`src/rtl/gate_op_arbiter_if.sv`:
```
// gate_op_arbiter_if
// Bundles the two requester channels, the response channel and the
// per-requester completion counters of gate_op_arbiter.
//   master : requester/consumer side, drives reqN_* and resp_ready
//   slave  : arbiter side, drives reqN_ready, resp_* and done_cntN
// Parameter CNT_W sets the width of done_cnt0/done_cnt1 and must match the
// arbiter instance it is connected to.
interface gate_op_arbiter_if #(
    parameter int CNT_W = 8
);
    logic             req0_valid;
    logic             req0_ready;
    logic [2:0]       req0_op;
    logic             req0_a;
    logic             req0_b;
    logic             req1_valid;
    logic             req1_ready;
    logic [2:0]       req1_op;
    logic             req1_a;
    logic             req1_b;
    logic             resp_valid;
    logic             resp_ready;
    logic             resp_id;
    logic             resp_data;
    logic             resp_err;
    logic [CNT_W-1:0] done_cnt0;
    logic [CNT_W-1:0] done_cnt1;

    modport master (
        output req0_valid, req0_op, req0_a, req0_b,
        output req1_valid, req1_op, req1_a, req1_b,
        output resp_ready,
        input  req0_ready, req1_ready,
        input  resp_valid, resp_id, resp_data, resp_err,
        input  done_cnt0, done_cnt1
    );

    modport slave (
        input  req0_valid, req0_op, req0_a, req0_b,
        input  req1_valid, req1_op, req1_a, req1_b,
        input  resp_ready,
        output req0_ready, req1_ready,
        output resp_valid, resp_id, resp_data, resp_err,
        output done_cnt0, done_cnt1
    );
endinterface

```
`src/rtl/gate_op_arbiter.sv`:
```
// gate_op_arbiter
// Two-requester round-robin arbiter in front of a single shared 1-bit gate
// evaluator. One transaction is in flight at a time: IDLE accepts a request,
// EXEC evaluates the latched op, RESP holds the result until the consumer
// takes it. Each completed response bumps a saturating per-requester counter.
//
// Ports
//   clk    : clock, all state updates on the rising edge
//   rst_n  : asynchronous active-low reset
//   bus    : gate_op_arbiter_if.slave (request channels, response channel,
//            done_cnt0/done_cnt1)
//
// Parameters
//   CNT_W  : width of each completion counter (saturates at all-ones)
//
// Build option
//   GATE_ARB_ILLEGAL_OP_EN : when defined, op 7 reports resp_err = 1;
//   otherwise resp_err is a constant 0. op 7 always yields resp_data = 0
//   and is counted as a completed transaction either way.
module gate_op_arbiter #(
    parameter int CNT_W = 8
) (
    input  logic                clk,
    input  logic                rst_n,
    gate_op_arbiter_if.slave    bus
);

    typedef enum logic [1:0] {
        IDLE = 2'd0,
        EXEC = 2'd1,
        RESP = 2'd2
    } state_e;

    localparam logic [CNT_W-1:0] CNT_MAX = {CNT_W{1'b1}};
    localparam logic [CNT_W-1:0] CNT_ONE = CNT_W'(1);

    state_e           state_q, state_d;
    logic [2:0]       op_q, op_d;
    logic             a_q, a_d;
    logic             b_q, b_d;
    logic             id_q, id_d;
    logic             last_q, last_d;
    logic             resp_valid_q, resp_valid_d;
    logic             resp_id_q, resp_id_d;
    logic             resp_data_q, resp_data_d;
`ifdef GATE_ARB_ILLEGAL_OP_EN
    logic             resp_err_q, resp_err_d;
`endif
    logic [CNT_W-1:0] done_cnt0_q, done_cnt0_d;
    logic [CNT_W-1:0] done_cnt1_q, done_cnt1_d;

    logic grant_id;
    logic ready0;
    logic ready1;
    logic accept;

    // Shared gate evaluator; op 7 (illegal) evaluates to 0.
    function automatic logic gate_eval(input logic [2:0] op, input logic a, input logic b);
        logic r;
        case (op)
            3'd0:    r = ~a;
            3'd1:    r = a & b;
            3'd2:    r = ~(a & b);
            3'd3:    r = a | b;
            3'd4:    r = ~(a | b);
            3'd5:    r = a ^ b;
            3'd6:    r = ~(a ^ b);
            default: r = 1'b0;
        endcase
        return r;
    endfunction

    // Round-robin pick: on a tie the requester that was not served last wins,
    // otherwise whichever one is asking. last_q resets to 1 so requester 0
    // wins the first tie.
    always_comb begin
        if (bus.req0_valid && bus.req1_valid) begin
            grant_id = ~last_q;
        end else begin
            grant_id = bus.req1_valid;
        end
    end

    // Ready is gated by rst_n so nothing is accepted while reset is held.
    assign ready0 = rst_n && (state_q == IDLE) && bus.req0_valid && !grant_id;
    assign ready1 = rst_n && (state_q == IDLE) && bus.req1_valid &&  grant_id;
    assign accept = ready0 || ready1;

    // Next-state logic: latch the granted request, evaluate it once, then hold
    // the result until the consumer handshakes it.
    always_comb begin
        state_d      = state_q;
        op_d         = op_q;
        a_d          = a_q;
        b_d          = b_q;
        id_d         = id_q;
        last_d       = last_q;
        resp_valid_d = resp_valid_q;
        resp_id_d    = resp_id_q;
        resp_data_d  = resp_data_q;
`ifdef GATE_ARB_ILLEGAL_OP_EN
        resp_err_d   = resp_err_q;
`endif
        done_cnt0_d  = done_cnt0_q;
        done_cnt1_d  = done_cnt1_q;

        case (state_q)
            IDLE: begin
                if (accept) begin
                    op_d    = grant_id ? bus.req1_op : bus.req0_op;
                    a_d     = grant_id ? bus.req1_a  : bus.req0_a;
                    b_d     = grant_id ? bus.req1_b  : bus.req0_b;
                    id_d    = grant_id;
                    state_d = EXEC;
                end
            end
            EXEC: begin
                resp_data_d  = gate_eval(op_q, a_q, b_q);
`ifdef GATE_ARB_ILLEGAL_OP_EN
                resp_err_d   = (op_q == 3'd7);
`endif
                resp_id_d    = id_q;
                resp_valid_d = 1'b1;
                state_d      = RESP;
            end
            RESP: begin
                if (bus.resp_ready) begin
                    resp_valid_d = 1'b0;
                    last_d       = resp_id_q;
                    state_d      = IDLE;
                    if (!resp_id_q && (done_cnt0_q != CNT_MAX)) begin
                        done_cnt0_d = done_cnt0_q + CNT_ONE;
                    end
                    if (resp_id_q && (done_cnt1_q != CNT_MAX)) begin
                        done_cnt1_d = done_cnt1_q + CNT_ONE;
                    end
                end
            end
            default: begin
                state_d = IDLE;
            end
        endcase
    end

    // All state registers; reset drops any in-flight transaction.
    always_ff @(posedge clk or negedge rst_n) begin
        if (!rst_n) begin
            state_q      <= IDLE;
            op_q         <= 3'd0;
            a_q          <= 1'b0;
            b_q          <= 1'b0;
            id_q         <= 1'b0;
            last_q       <= 1'b1;
            resp_valid_q <= 1'b0;
            resp_id_q    <= 1'b0;
            resp_data_q  <= 1'b0;
`ifdef GATE_ARB_ILLEGAL_OP_EN
            resp_err_q   <= 1'b0;
`endif
            done_cnt0_q  <= '0;
            done_cnt1_q  <= '0;
        end else begin
            state_q      <= state_d;
            op_q         <= op_d;
            a_q          <= a_d;
            b_q          <= b_d;
            id_q         <= id_d;
            last_q       <= last_d;
            resp_valid_q <= resp_valid_d;
            resp_id_q    <= resp_id_d;
            resp_data_q  <= resp_data_d;
`ifdef GATE_ARB_ILLEGAL_OP_EN
            resp_err_q   <= resp_err_d;
`endif
            done_cnt0_q  <= done_cnt0_d;
            done_cnt1_q  <= done_cnt1_d;
        end
    end

    assign bus.req0_ready = ready0;
    assign bus.req1_ready = ready1;
    assign bus.resp_valid = resp_valid_q;
    assign bus.resp_id    = resp_id_q;
    assign bus.resp_data  = resp_data_q;
`ifdef GATE_ARB_ILLEGAL_OP_EN
    assign bus.resp_err   = resp_err_q;
`else
    assign bus.resp_err   = 1'b0;
`endif
    assign bus.done_cnt0  = done_cnt0_q;
    assign bus.done_cnt1  = done_cnt1_q;

endmodule
```
`src/flat_wrapper.sv`:
```
// flat-port wrapper written by rule: the top's interface ports become plain ports
module gate_op_arbiter_flat 
#(
    parameter int CNT_W = 8
)
  (clk, rst_n, bus_req0_valid, bus_req0_op, bus_req0_a, bus_req0_b, bus_req1_valid, bus_req1_op, bus_req1_a, bus_req1_b, bus_resp_ready, bus_req0_ready, bus_req1_ready, bus_resp_valid, bus_resp_id, bus_resp_data, bus_resp_err, bus_done_cnt0, bus_done_cnt1);
  gate_op_arbiter_if #(.CNT_W(CNT_W)) bus_i ();
  input  logic clk;
  input  logic rst_n;
  input wire logic [$bits(bus_i.req0_valid)-1:0] bus_req0_valid;
  input wire logic [$bits(bus_i.req0_op)-1:0] bus_req0_op;
  input wire logic [$bits(bus_i.req0_a)-1:0] bus_req0_a;
  input wire logic [$bits(bus_i.req0_b)-1:0] bus_req0_b;
  input wire logic [$bits(bus_i.req1_valid)-1:0] bus_req1_valid;
  input wire logic [$bits(bus_i.req1_op)-1:0] bus_req1_op;
  input wire logic [$bits(bus_i.req1_a)-1:0] bus_req1_a;
  input wire logic [$bits(bus_i.req1_b)-1:0] bus_req1_b;
  input wire logic [$bits(bus_i.resp_ready)-1:0] bus_resp_ready;
  output wire logic [$bits(bus_i.req0_ready)-1:0] bus_req0_ready;
  output wire logic [$bits(bus_i.req1_ready)-1:0] bus_req1_ready;
  output wire logic [$bits(bus_i.resp_valid)-1:0] bus_resp_valid;
  output wire logic [$bits(bus_i.resp_id)-1:0] bus_resp_id;
  output wire logic [$bits(bus_i.resp_data)-1:0] bus_resp_data;
  output wire logic [$bits(bus_i.resp_err)-1:0] bus_resp_err;
  output wire logic [$bits(bus_i.done_cnt0)-1:0] bus_done_cnt0;
  output wire logic [$bits(bus_i.done_cnt1)-1:0] bus_done_cnt1;
  assign bus_i.req0_valid = bus_req0_valid;
  assign bus_i.req0_op = bus_req0_op;
  assign bus_i.req0_a = bus_req0_a;
  assign bus_i.req0_b = bus_req0_b;
  assign bus_i.req1_valid = bus_req1_valid;
  assign bus_i.req1_op = bus_req1_op;
  assign bus_i.req1_a = bus_req1_a;
  assign bus_i.req1_b = bus_req1_b;
  assign bus_i.resp_ready = bus_resp_ready;
  assign bus_req0_ready = bus_i.req0_ready;
  assign bus_req1_ready = bus_i.req1_ready;
  assign bus_resp_valid = bus_i.resp_valid;
  assign bus_resp_id = bus_i.resp_id;
  assign bus_resp_data = bus_i.resp_data;
  assign bus_resp_err = bus_i.resp_err;
  assign bus_done_cnt0 = bus_i.done_cnt0;
  assign bus_done_cnt1 = bus_i.done_cnt1;
  gate_op_arbiter #(.CNT_W(CNT_W)) u_core (.clk(clk), .rst_n(rst_n), .bus(bus_i));
endmodule
```
`config.mk`:
```
export PLATFORM = sky130hd
export DESIGN_NAME = gate_op_arbiter_flat
export DESIGN_NICKNAME = d
export VERILOG_FILES = /design/src/rtl/gate_op_arbiter_if.sv /design/src/rtl/gate_op_arbiter.sv /design/src/flat_wrapper.sv
export SDC_FILE = /design/constraint.sdc
export NUM_CORES = 1
export LEC_CHECK = 0
export CORE_UTILIZATION = 54
export CTS_BUF_LIST = sky130_fd_sc_hd__clkbuf_2 sky130_fd_sc_hd__clkbuf_4 sky130_fd_sc_hd__clkbuf_8
export CTS_CLUSTER_DIAMETER = 100
export DETAILED_ROUTE_END_ITERATION = 16
export PLACE_DENSITY_LB_ADDON = 0.05
export SLEW_MARGIN = 20
export SYNTH_ARGS = -nofsm -noshare
export SYNTH_HDL_FRONTEND = slang
export SYNTH_SLANG_ARGS = --single-unit
export TNS_END_PERCENT = 30
```
`constraint.sdc`:
```
create_clock -name clk -period 4.1 [get_ports clk]
set_input_delay 1.025 -clock clk [delete_from_list [all_inputs] [get_ports clk]]
set_output_delay 1.025 -clock clk [all_outputs]
set_load 0.1 [all_outputs]
```
==> summary.md, run 1 <==
| Metric | Value |
|---|---|
| Status | completed |
| Number of buffers created by CTS | 3 |
| CTS Buffer Depth | 2 |
| Fin. Hold Viols | 0 |
| Diode count | 0 |
| Synth cell types | 40 |
| Post-Synthesis Cells | 130 |
| Main area contributors after synthesis | dfrtp_1 47%, mux2_2 5.5%, mux2i_1 4.9%, a21oi_1 4.2%, nand2_1 3.7% |
| Fin area | 1870 um^2 |
| Multiplexer share of the synthesized area | 12.5% |
| Placed cell area | 1830 um^2 |
| Layout Nets | roughly 190 |
| Top-count cell post-synth | dfrtp_1 |
| Setup crit end kind | output pin |
| Max-slew violation count | 0 |
| Compound-Gate Fraction of Synth Area | a little under a tenth |
| Root buf cell | clkbuf_4 |
| CP Cell Sequence | clkdlybuf4s50_1 -> a21boi_2 -> and2_1 -> buf_12 |
| First-pass GRT wire length | 4310 um |
| Crit Path Class | in2out |
| EDFF count, synth | 0 |
| Max-cap violations | 0 |
| Simple-gate portion of the synthesized area | between 10% and 20% |
| Yosys warnings | 0 |
| Delay-heaviest family, CP | buffers and inverters |
| CTS tree | built |
| Crit-path max FO | 7 |
| Largest family of logic cells by synthesized area | simple AND/OR/NAND/NOR gates |
| Avg WL per Cell | 13.6 um |
| Fin cells | 198 |
| Rel. slew slack | 34.3% |
| Crit share post-route | 82.3% |
| DP HPWL | a little over 2000 um |
| Layout Utilization | 74.8% |
| Sequential share of the synthesized area | 49.1% |
| CP Buf/Inv Count | 2 |
| Place WS | between 0.7 and 0.8 ns |
| Hold WS | ~0.53 ns |
| Mapped cell area | around 1400 um^2 |
| Final Setup Violations | 0 |
| Gp weighted congestion | about 0.76 |
| Die Span Y | approximately 53 um |
| Core Box Area | about 2500 um^2 |
| Static Leak | 0.818 nW |
| Io pins | 37 |
| Residual DRC count | 0 |
| Final ANT Viol Nets | 0 |
| Leading area contributor after synthesis | dfrtp_1 |
| CP max stage delay | 0.47 ns |
| Total GRT Usage | between 20% and 30% |
| Via density per instance | 5.55 |
| Peak supply drop | 0.000551 V |
| Fin crit period | ~3.4 ns |
| Synth-to-layout area growth | 30.7% |
| Initial DRT Pass Iterations | 4 |
| Min-delay worst type | reg2reg |
| Post-route setup TNS | 0 ns |
| Seq cells post-synth | 28 |
| RSZ-0062 raised after global routing | no |
| Worst-Skew Late Latency | 0.33 ns |
| Grt ovf | 0 |
| Ys async rst share | 100% |
| Share of post-route cells with drive strength above 1 | 15.5% |
| Die X | 53.5 um |
| Via Count | 1099 |
| Clk_skew | around 0.0084 ns |
| Final Power | between 1 and 1.5 mW |
| Power per cell area | 686 nW/um^2 |
| Slew @ Worst Pin | 0.982 ns |
| Post-Synth Adder-Cell Area | about 3.5% |
| Top cells by count, synth | 27 x dfrtp_1, 14 x nand2_1, 12 x a21oi_1 |
| Site row count | 18 |
| Synth Area in XOR/XNOR | 4.29% |
| H-tree Lvls | 1 |
| Routed wire length | 2680 um |
| Reg clk slew, reported paths | 0.15 ns |
| Vias in the first global route | 1020 |
| Mean Syn Cell Area | 11.0 um^2 |
| Initial antenna violation count | 0 |
| Max frequency | 296 MHz |
| Slowest CP cell | clkdlybuf4s50_1 |
| Post-CTS sizing | 0 |
| Required @ worst endpoint | 3.07 ns |
| CTS sink cnt | 28 |
| FILL cells | around 180 |
| Cts hold-fix bufs | 0 |
| Startpoint Class | input port |
| Initial core utilization | 57.2% |
| IO buf count | 35 |
| Worst Path Arrival | 2.35 ns |
| Post-Syn Nets | 149 |
| Most used DFF post-synth | dfrtp_1 |
| Share of the synthesized area in the top cell type | 47.2% |
| Post-CTS Setup Bufs | 0 |
| Final worst slack | 0.727 ns |
| Placed Cells | just under 200 |
| Die area | between 2000 and 3000 um^2 |
| Largest net degree at the start of global routing | 29 |
| DRT iter0 DRCs | 18 |
[final timing paths]
| kind | startpoint | endpoint | slack, ns | depth (start not counted) |
|---|---|---|---|---|
| min | u_core.last_q | u_core.last_q | 0.53 | 1 |
| max | bus_req1_valid | bus_req1_ready | 0.73 | 4 |
| min in group asynchronous | rst_n | u_core.state_q[1] | 1.07 | 2 |
| max reg2reg | u_core.state_q[0] | u_core.bus.done_cnt0[6] | 2.45 | 4 |
| min reg2reg | u_core.last_q | u_core.last_q | 0.53 | 1 |
| max in group asynchronous | rst_n | u_core.last_q | 2.73 | 2 |
[routing by layer]
| layer | up-vias | global-route usage [%] | part of all wire (%) |
|---|---|---|---|
| met5 | - | 0 | 0 |
| met4 | 0 | 7.89 | 0 |
| met3 | 0 | 2.87 | 4.1 |
| met1 | 532 | 24.7 | 43 |
| li1 | 535 | - | - |
| met2 | 32 | 39.0 | 52 |
[layout by cell type (no fill, tap or decap), drive strengths merged, types with 3 or more instances in the layout]
master         instances
a21oi                 12
and3                   4
buf                    3
clkbuf                 4
clkdlybuf4s50         33
dfrtp                 27
ha                     4
inv                    4
mux2                   9
mux2i                  7
nand2                 14
nand3                  3
nor2                   8
nor3b                  3
xnor2                  5
[power breakdown]
| part | leakage (nW) | total (mW) | internal (mW) | switching, mW |
|---|---|---|---|---|
| Sequential | 0.353 | 0.449 | 0.360 | 0.0887 |
| Clock | 0.0210 | 0.135 | 0.0543 | 0.0807 |
| Combinational | 0.444 | 0.699 | 0.207 | 0.492 |
[worst register-to-register path, cell delays in order, from the launching register on]
cell	delay [ns]
dfrtp_1	0.47
and4bb_4	0.37
and3_4	0.20
and4_1	0.21
mux2_4	0.29
[registers in the layout, indices dropped and copies added (netlist names), 2 cells and up]
signal and flops:
u_core.bus.done_cnt1 8, u_core.bus.done_cnt0 8, u_core.state_q 2, u_core.op_q 3
[area by class of cell]
cell class                      count  area, um^2  share of cell area, %
Inverter                            4        15.0                  0.803
Tap cell                           30        37.5                   2.01
Multi-Input combinational cell     96         701                   37.5
Sequential cell                    28         702                   37.6
Timing Repair Buffer               36         378                   20.2
Clock buffer                        4        36.3                   1.94
[kinds of logic after synthesis]
logic type / count (synthesis)
fa+ha+maj: 4
compound gates: 22
xor+xnor: 7
mux: 16
other cells: 1
buf+inv: 6
simple gates: 46
flops: 28
Note: power is estimated with default switching activity, not from simulation.
==> run 2, diff against run 1 <==
--- a/config.mk
+++ b/config.mk
@@ -5,7 +5,7 @@
 export SDC_FILE = /design/constraint.sdc
 export NUM_CORES = 1
 export LEC_CHECK = 0
-export CORE_UTILIZATION = 54
+export CORE_UTILIZATION = 50
 export CTS_BUF_LIST = sky130_fd_sc_hd__clkbuf_2 sky130_fd_sc_hd__clkbuf_4 sky130_fd_sc_hd__clkbuf_8
 export CTS_CLUSTER_DIAMETER = 100
 export DETAILED_ROUTE_END_ITERATION = 16
==> constraint.sdc (replaced) <==
create_clock -name clk -period 3.49 [get_ports clk]
set_input_delay 0.8725 -clock clk [delete_from_list [all_inputs] [get_ports clk]]
set_output_delay 0.8725 -clock clk [all_outputs]
set_load 0.1 [all_outputs]
==> summary.md, run 2 (synthesized netlist as in run 1, its figures left out) <==
| Metric | Value |
|---|---|
| Status | completed (unchanged) |
| Share of post-route cells with drive strength above 1 | 27.2% (was 15.5%) |
| Die area | 3080 um^2 (was 2860 um^2) |
| Worst-Skew Late Latency | 0.32 ns (was 0.33 ns) |
| Total GRT Usage | 19.4% (was 21.3%) |
| Placed cell area | 1790 um^2 (was 1830 um^2) |
| Peak supply drop | 0.000986 V (was 0.000551 V) |
| Delay-heaviest family, CP | buffers and inverters (unchanged) |
| Avg WL per Cell | 13.1 um (was 13.6 um) |
| Final Setup Violations | 0 (unchanged) |
| Static Leak | 0.861 nW (was 0.818 nW) |
| Largest net degree at the start of global routing | 29 (unchanged) |
| Grt ovf | 0 (unchanged) |
| Final ANT Viol Nets | 0 (unchanged) |
| Residual DRC count | 0 (unchanged) |
| Setup crit end kind | output pin (unchanged) |
| DRT iter0 DRCs | 35 (was 18) |
| Via Count | 1074 (was 1099) |
| Via density per instance | 5.37 (was 5.55) |
| Initial core utilization | 52.3% (was 57.2%) |
| Fin. Hold Viols | 0 (unchanged) |
| Post-CTS sizing | 0 (unchanged) |
| CP Buf/Inv Count | 2 (unchanged) |
| Die X | 55.5 um (was 53.5 um) |
| Commonest non-fill, non-tap cell in the layout | dfrtp_1 (was clkdlybuf4s50_1) |
| R2r setup slk | 1.88 ns (was 2.45 ns) |
| Commonest cells after routing, fill and taps aside | 27 x dfrtp_1, 21 x buf_4, 14 x nand2_1, 14 x clkdlybuf4s50_1, 12 x a21oi_1 (was 33 x clkdlybuf4s50_1, 27 x dfrtp_1, 14 x nand2_1, 12 x a21oi_1, 8 x nor2_1) |
| Required @ worst endpoint | 2.62 ns (was 3.07 ns) |
| IO buf count | 35 (unchanged) |
| Seq pwr share | 34.4% (was 35.0%) |
| Worst Path Arrival | 2.14 ns (was 2.35 ns) |
| CTS sink cnt | 28 (unchanged) |
| Fin crit period | 3.02 ns |
| CP max stage delay | 0.47 ns (about the same) |
| Root buf cell | clkbuf_4 (unchanged) |
| Vias in the first global route | 1058 (was 1020) |
| First-pass GRT wire length | 4750 um (was 4310 um) |
| CTS Buffer Depth | 2 (unchanged) |
| CP Cell Sequence | clkdlybuf4s50_1 -> nor3b_1 -> nand2_1 -> nor2_1 -> buf_12 (was clkdlybuf4s50_1 -> a21boi_2 -> and2_1 -> buf_12) |
| Net switching power | 0.775 mW (was 0.661 mW) |
| Power per cell area | 833 nW/um^2 (was 686 nW/um^2) |
| Placed Cells | 196 (was 194) |
| Synth-to-layout area growth | 29.1% (was 30.7%) |
| Post-route setup TNS | 0 ns (unchanged) |
| Cts hold-fix bufs | 0 (unchanged) |
| Fin cells | 200 (was 198) |
| Io pins | 37 (unchanged) |
| Hold WS | 0.529 ns (was 0.531 ns) |
| Site row count | 19 (was 18) |
| Diode count | 0 (unchanged) |
| Number of buffers created by CTS | 3 (unchanged) |
| Power Internal | 0.763 mW (was 0.622 mW) |
| Post-CTS Setup Bufs | 0 (unchanged) |
| Comb power frac | 52.1% (was 54.5%) |
| Routed wire length | 2620 um (was 2680 um) |
| Crit share post-route | between 80% and 90% |
| Initial DRT Pass Iterations | 4 (unchanged) |
| Initial antenna violation count | 0 (unchanged) |
| Layout Nets | 189 (was 188) |
| Core Box Area | 2730 um^2 (was 2500 um^2) |
| Fin area | 1850 um^2 (was 1870 um^2) |
| Clock power frac | 13.5% (was 10.5%) |
| FILL cells | 223 (was 175) |
| Max frequency | 332 MHz |
| Max-cap violations | 0 (unchanged) |
| Clk_skew | 0.00456 ns (was 0.00840 ns) |
| Min-delay worst type | reg2reg (unchanged) |
| Sw frac | 50.4% (was 51.5%) |
| CTS tree | built (unchanged) |
| DP HPWL | 2030 um (about the same) |
| Startpoint Class | input port (unchanged) |
| Max-slew violation count | 0 (unchanged) |
| Reg clk slew, reported paths | 0.15 ns (about the same) |
| H-tree Lvls | 1 (unchanged) |
| Crit-path max FO | 3 (was 7) |
| Crit Path Class | in2out (unchanged) |
| Slowest CP cell | clkdlybuf4s50_1 (unchanged) |
| Gp weighted congestion | 0.738 (was 0.760) |
| RSZ-0062 raised after global routing | no (unchanged) |
| Die Span Y | 55.5 um (was 53.5 um) |
run 2: changes by cell type in the layout (fill, tap and decap cells not counted), sizes merged:
cell           before  now
buf                 3   23
clkdlybuf4s50      33   14
bufinv              0    1
clkbuf              4    3
run 2: worst paths after layout:
path                                          from                      end  cells past startpoint
setup / recovery                             rst_n           bus_req0_ready                      5
max in group asynchronous                    rst_n            u_core.last_q                      2
hold reg to reg            u_core.bus.done_cnt1[4]  u_core.bus.done_cnt1[4]                      1
setup reg to reg                 u_core.state_q[0]  u_core.bus.done_cnt0[6]                      4
min in group asynchronous                    rst_n    u_core.bus.resp_valid                      2
hold / removal             u_core.bus.done_cnt1[4]  u_core.bus.done_cnt1[4]                      1
run 2: power by group through the flow:
stage          combinational [mW]  sequential, mW  clock (mW)
3_3_place_gp                0.784           0.526           0
6_report                    0.802           0.529       0.208
5_1_grt                     0.844           0.547       0.226
2_1_floorplan               0.227           0.917           0
3_5_place_dp                0.806           0.535           0
4_1_cts                     0.808           0.528       0.215
run 2: area by class of cell:
class	instances	area, um^2	share of cell area [%]
flip-flops and latches	28	702	38.0
multi-input cells	96	701	37.9
repair buffers	37	338	18.3
well taps	31	38.8	2.10
clock inverters	1	30.0	1.63
clock buffers	3	22.5	1.22
inverters	4	15.0	0.813
run 2: routing by layer:
| metal | vias up | wire, um | part of all wire [%] | global-route usage [%] |
|---|---|---|---|---|
| met3 | 2 | 73 | 2.8 | 2.34 |
| met5 | - | 0 | 0 | 0 |
| li1 | 535 | - | - | - |
| met4 | 0 | 14 | 0.53 | 7.50 |
| met1 | 517 | 1160 | 44 | 25.3 |
| met2 | 20 | 1370 | 52 | 32.9 |
run 2: stage by stage:
step | power, mW | util, % | setup WS (ns)
floorplan | 1.14 | - | 0.167
global placement | 1.31 | 65.6 | 0.507
detailed placement | 1.34 | 65.6 | 0.475
CTS | 1.55 | 67.6 | 0.468
global route | 1.62 | 67.6 | 0.392
finish | 1.54 | 67.6 | 0.474
==> run 3, diff against run 2 <==
--- a/config.mk
+++ b/config.mk
@@ -5,7 +5,7 @@
 export SDC_FILE = /design/constraint.sdc
 export NUM_CORES = 1
 export LEC_CHECK = 0
-export CORE_UTILIZATION = 50
+export CORE_UTILIZATION = 54
 export CTS_BUF_LIST = sky130_fd_sc_hd__clkbuf_2 sky130_fd_sc_hd__clkbuf_4 sky130_fd_sc_hd__clkbuf_8
 export CTS_CLUSTER_DIAMETER = 100
 export DETAILED_ROUTE_END_ITERATION = 16
==> constraint.sdc (replaced) <==
create_clock -name clk -period 3.5 [get_ports clk]
set_input_delay 0.875 -clock clk [delete_from_list [all_inputs] [get_ports clk]]
set_output_delay 0.875 -clock clk [all_outputs]
set_load 0.1 [all_outputs]
==> summary.md, run 3 (synthesized netlist as in run 1, its figures left out) <==
| Metric | Value |
|---|---|
| Fin crit period | 3.04 ns |
| Root buf cell | clkbuf_4 (unchanged) |
| Initial DRT Pass Iterations | 4 (unchanged) |
| Min-delay worst type | reg2reg (unchanged) |
| DP HPWL | 2050 um (was 2030 um) |
| Peak supply drop | 0.000992 V (was 0.000986 V) |
| CTS Buffer Depth | 2 (unchanged) |
| Clk_skew | 0.0134 ns (was 0.00456 ns) |
| Diode count | 0 (unchanged) |
| Cts hold-fix bufs | 0 (unchanged) |
| Commonest non-fill, non-tap cell in the layout | dfrtp_1 (unchanged) |
| Static Leak | 0.861 nW (unchanged) |
| Gp weighted congestion | 0.767 (was 0.738) |
| Core Box Area | 2500 um^2 (was 2730 um^2) |
| Layout Nets | 189 (unchanged) |
| R2r worst-path depth | 4 (unchanged) |
| Fin. Hold Viols | 0 (unchanged) |
| Initial antenna violation count | 0 (unchanged) |
| Vias in the first global route | 995 (was 1058) |
| Power per cell area | 833 nW/um^2 (about the same) |
| H-tree Lvls | 1 (unchanged) |
| Setup crit end kind | output pin (unchanged) |
| FILL cells | 177 (was 223) |
| Die X | 53.5 um (was 55.5 um) |
| IO buf count | 35 (unchanged) |
| Largest net degree at the start of global routing | 29 (unchanged) |
| Synth-to-layout area growth | 29.0% (was 29.1%) |
| Max frequency | 329 MHz |
| Site row count | 18 (was 19) |
| Post-CTS Setup Bufs | 0 (unchanged) |
| Post-route setup TNS | 0 ns (unchanged) |
| Commonest cells after routing, fill and taps aside | 27 x dfrtp_1, 21 x buf_4, 14 x nand2_1, 14 x clkdlybuf4s50_1, 12 x a21oi_1 (unchanged) |
| Share of post-route cells with drive strength above 1 | 27.2% (unchanged) |
| RR Endpoint | u_core.bus.done_cnt0[6] (unchanged) |
| Grt ovf | 0 (unchanged) |
| Worst-Skew Late Latency | 0.33 ns (was 0.32 ns) |
| CTS tree | built (unchanged) |
| R2r setup slk | 1.88 ns (about the same) |
| CTS sink cnt | 28 (unchanged) |
| Die area | 2860 um^2 (was 3080 um^2) |
| Reg clk slew, reported paths | 0.14 ns (was 0.15 ns) |
| Startpoint Class | input port (unchanged) |
| Initial core utilization | 57.2% (was 52.3%) |
| Worst setup path start | rst_n (unchanged) |
| Routed wire length | 2690 um (was 2620 um) |
| Worst Path Arrival | 2.17 ns (was 2.14 ns) |
| Die Span Y | 53.5 um (was 55.5 um) |
| Residual DRC count | 0 (unchanged) |
| Total GRT Usage | 20.8% (was 19.4%) |
| Final ANT Viol Nets | 0 (unchanged) |
| DRT iter0 DRCs | 6 (was 35) |
| Number of buffers created by CTS | 3 (unchanged) |
| Crit Path Class | in2out (unchanged) |
| Avg WL per Cell | 13.5 um (was 13.1 um) |
| Via Count | 1102 (was 1074) |
| RSZ-0062 raised after global routing | no (unchanged) |
| RR Startpoint | u_core.state_q[0] (unchanged) |
| Critical Path End | bus_req0_ready (unchanged) |
| First-pass GRT wire length | 4330 um (was 4750 um) |
| Crit share post-route | a little under 90% |
| Required @ worst endpoint | 2.62 ns (about the same) |
| Final Power | 1.54 mW (about the same) |
| Layout Utilization | 73.8% (was 67.6%) |
| Io pins | 37 (unchanged) |
| Post-CTS sizing | 0 (unchanged) |
| Max-cap violations | 0 (unchanged) |
| Crit-path max FO | 3 (unchanged) |
| Final Setup Violations | 0 (unchanged) |
| Max-slew violation count | 0 (unchanged) |
| Via density per instance | 5.54 (was 5.37) |
| Status | completed (unchanged) |
run 3: worst max-delay path, cell delays in order:
cell	delay (ns)
clkdlybuf4s50_1	0.47
nor3b_1	0.34
nand2_1	0.09
nor2_1	0.18
buf_12	0.20
run 3: where the power goes:
part	internal [mW]	switching, mW	total, mW
registers	0.422	0.105	0.527
clock network	0.116	0.0973	0.213
logic	0.224	0.574	0.798
total	0.761	0.776	1.54
run 3: worst min-delay path by stage:
stage	cells after the start	end	slack (ns)	startpoint
final	1	u_core.bus.resp_data	0.53	u_core.bus.resp_data
after CTS	1	u_core.bus.done_cnt1[4]	0.53	u_core.bus.done_cnt1[4]
after global routing	1	u_core.bus.resp_id	0.55	u_core.id_q
after detailed placement	1	u_core.bus.resp_id	0.50	u_core.id_q
after floorplan	1	u_core.bus.resp_id	0.48	u_core.id_q
after global placement	1	u_core.bus.resp_id	0.49	u_core.id_q
run 3: area by class of cell:
cell class	count	area (um^2)	area share [%]
clock buffers	3	22.5	1.22
clock inverters	1	30.0	1.63
well taps	30	37.5	2.03
flip-flops and latches	28	702	38.0
multi-input cells	96	701	38.0
repair buffers	37	338	18.3
inverters	4	15.0	0.814
run 3: through the flow:
| step | setup WS [ns] | cells | cell area, um^2 | hold slack, ns |
|---|---|---|---|---|
| final | 0.458 | 199 | 1850 | 0.532 |
| after global routing | 0.339 | 199 | 1850 | 0.553 |
| after CTS | 0.470 | 199 | 1850 | 0.533 |
| after detailed placement | 0.471 | 195 | 1790 | 0.499 |
| after global placement | 0.505 | 195 | 1790 | 0.487 |
| after floorplan | 0.172 | 130 | 1430 | 0.479 |
run 3: routing by layer:
metal	wire, um	track usage [%]	vias to the layer above	part of all wire (%)
li1	-	-	534	-
met1	1200	25.8	531	44
met2	1360	37.5	35	51
met3	119	2.59	2	4.4
met4	17	5.26	0	0.63
met5	0	0	-	0
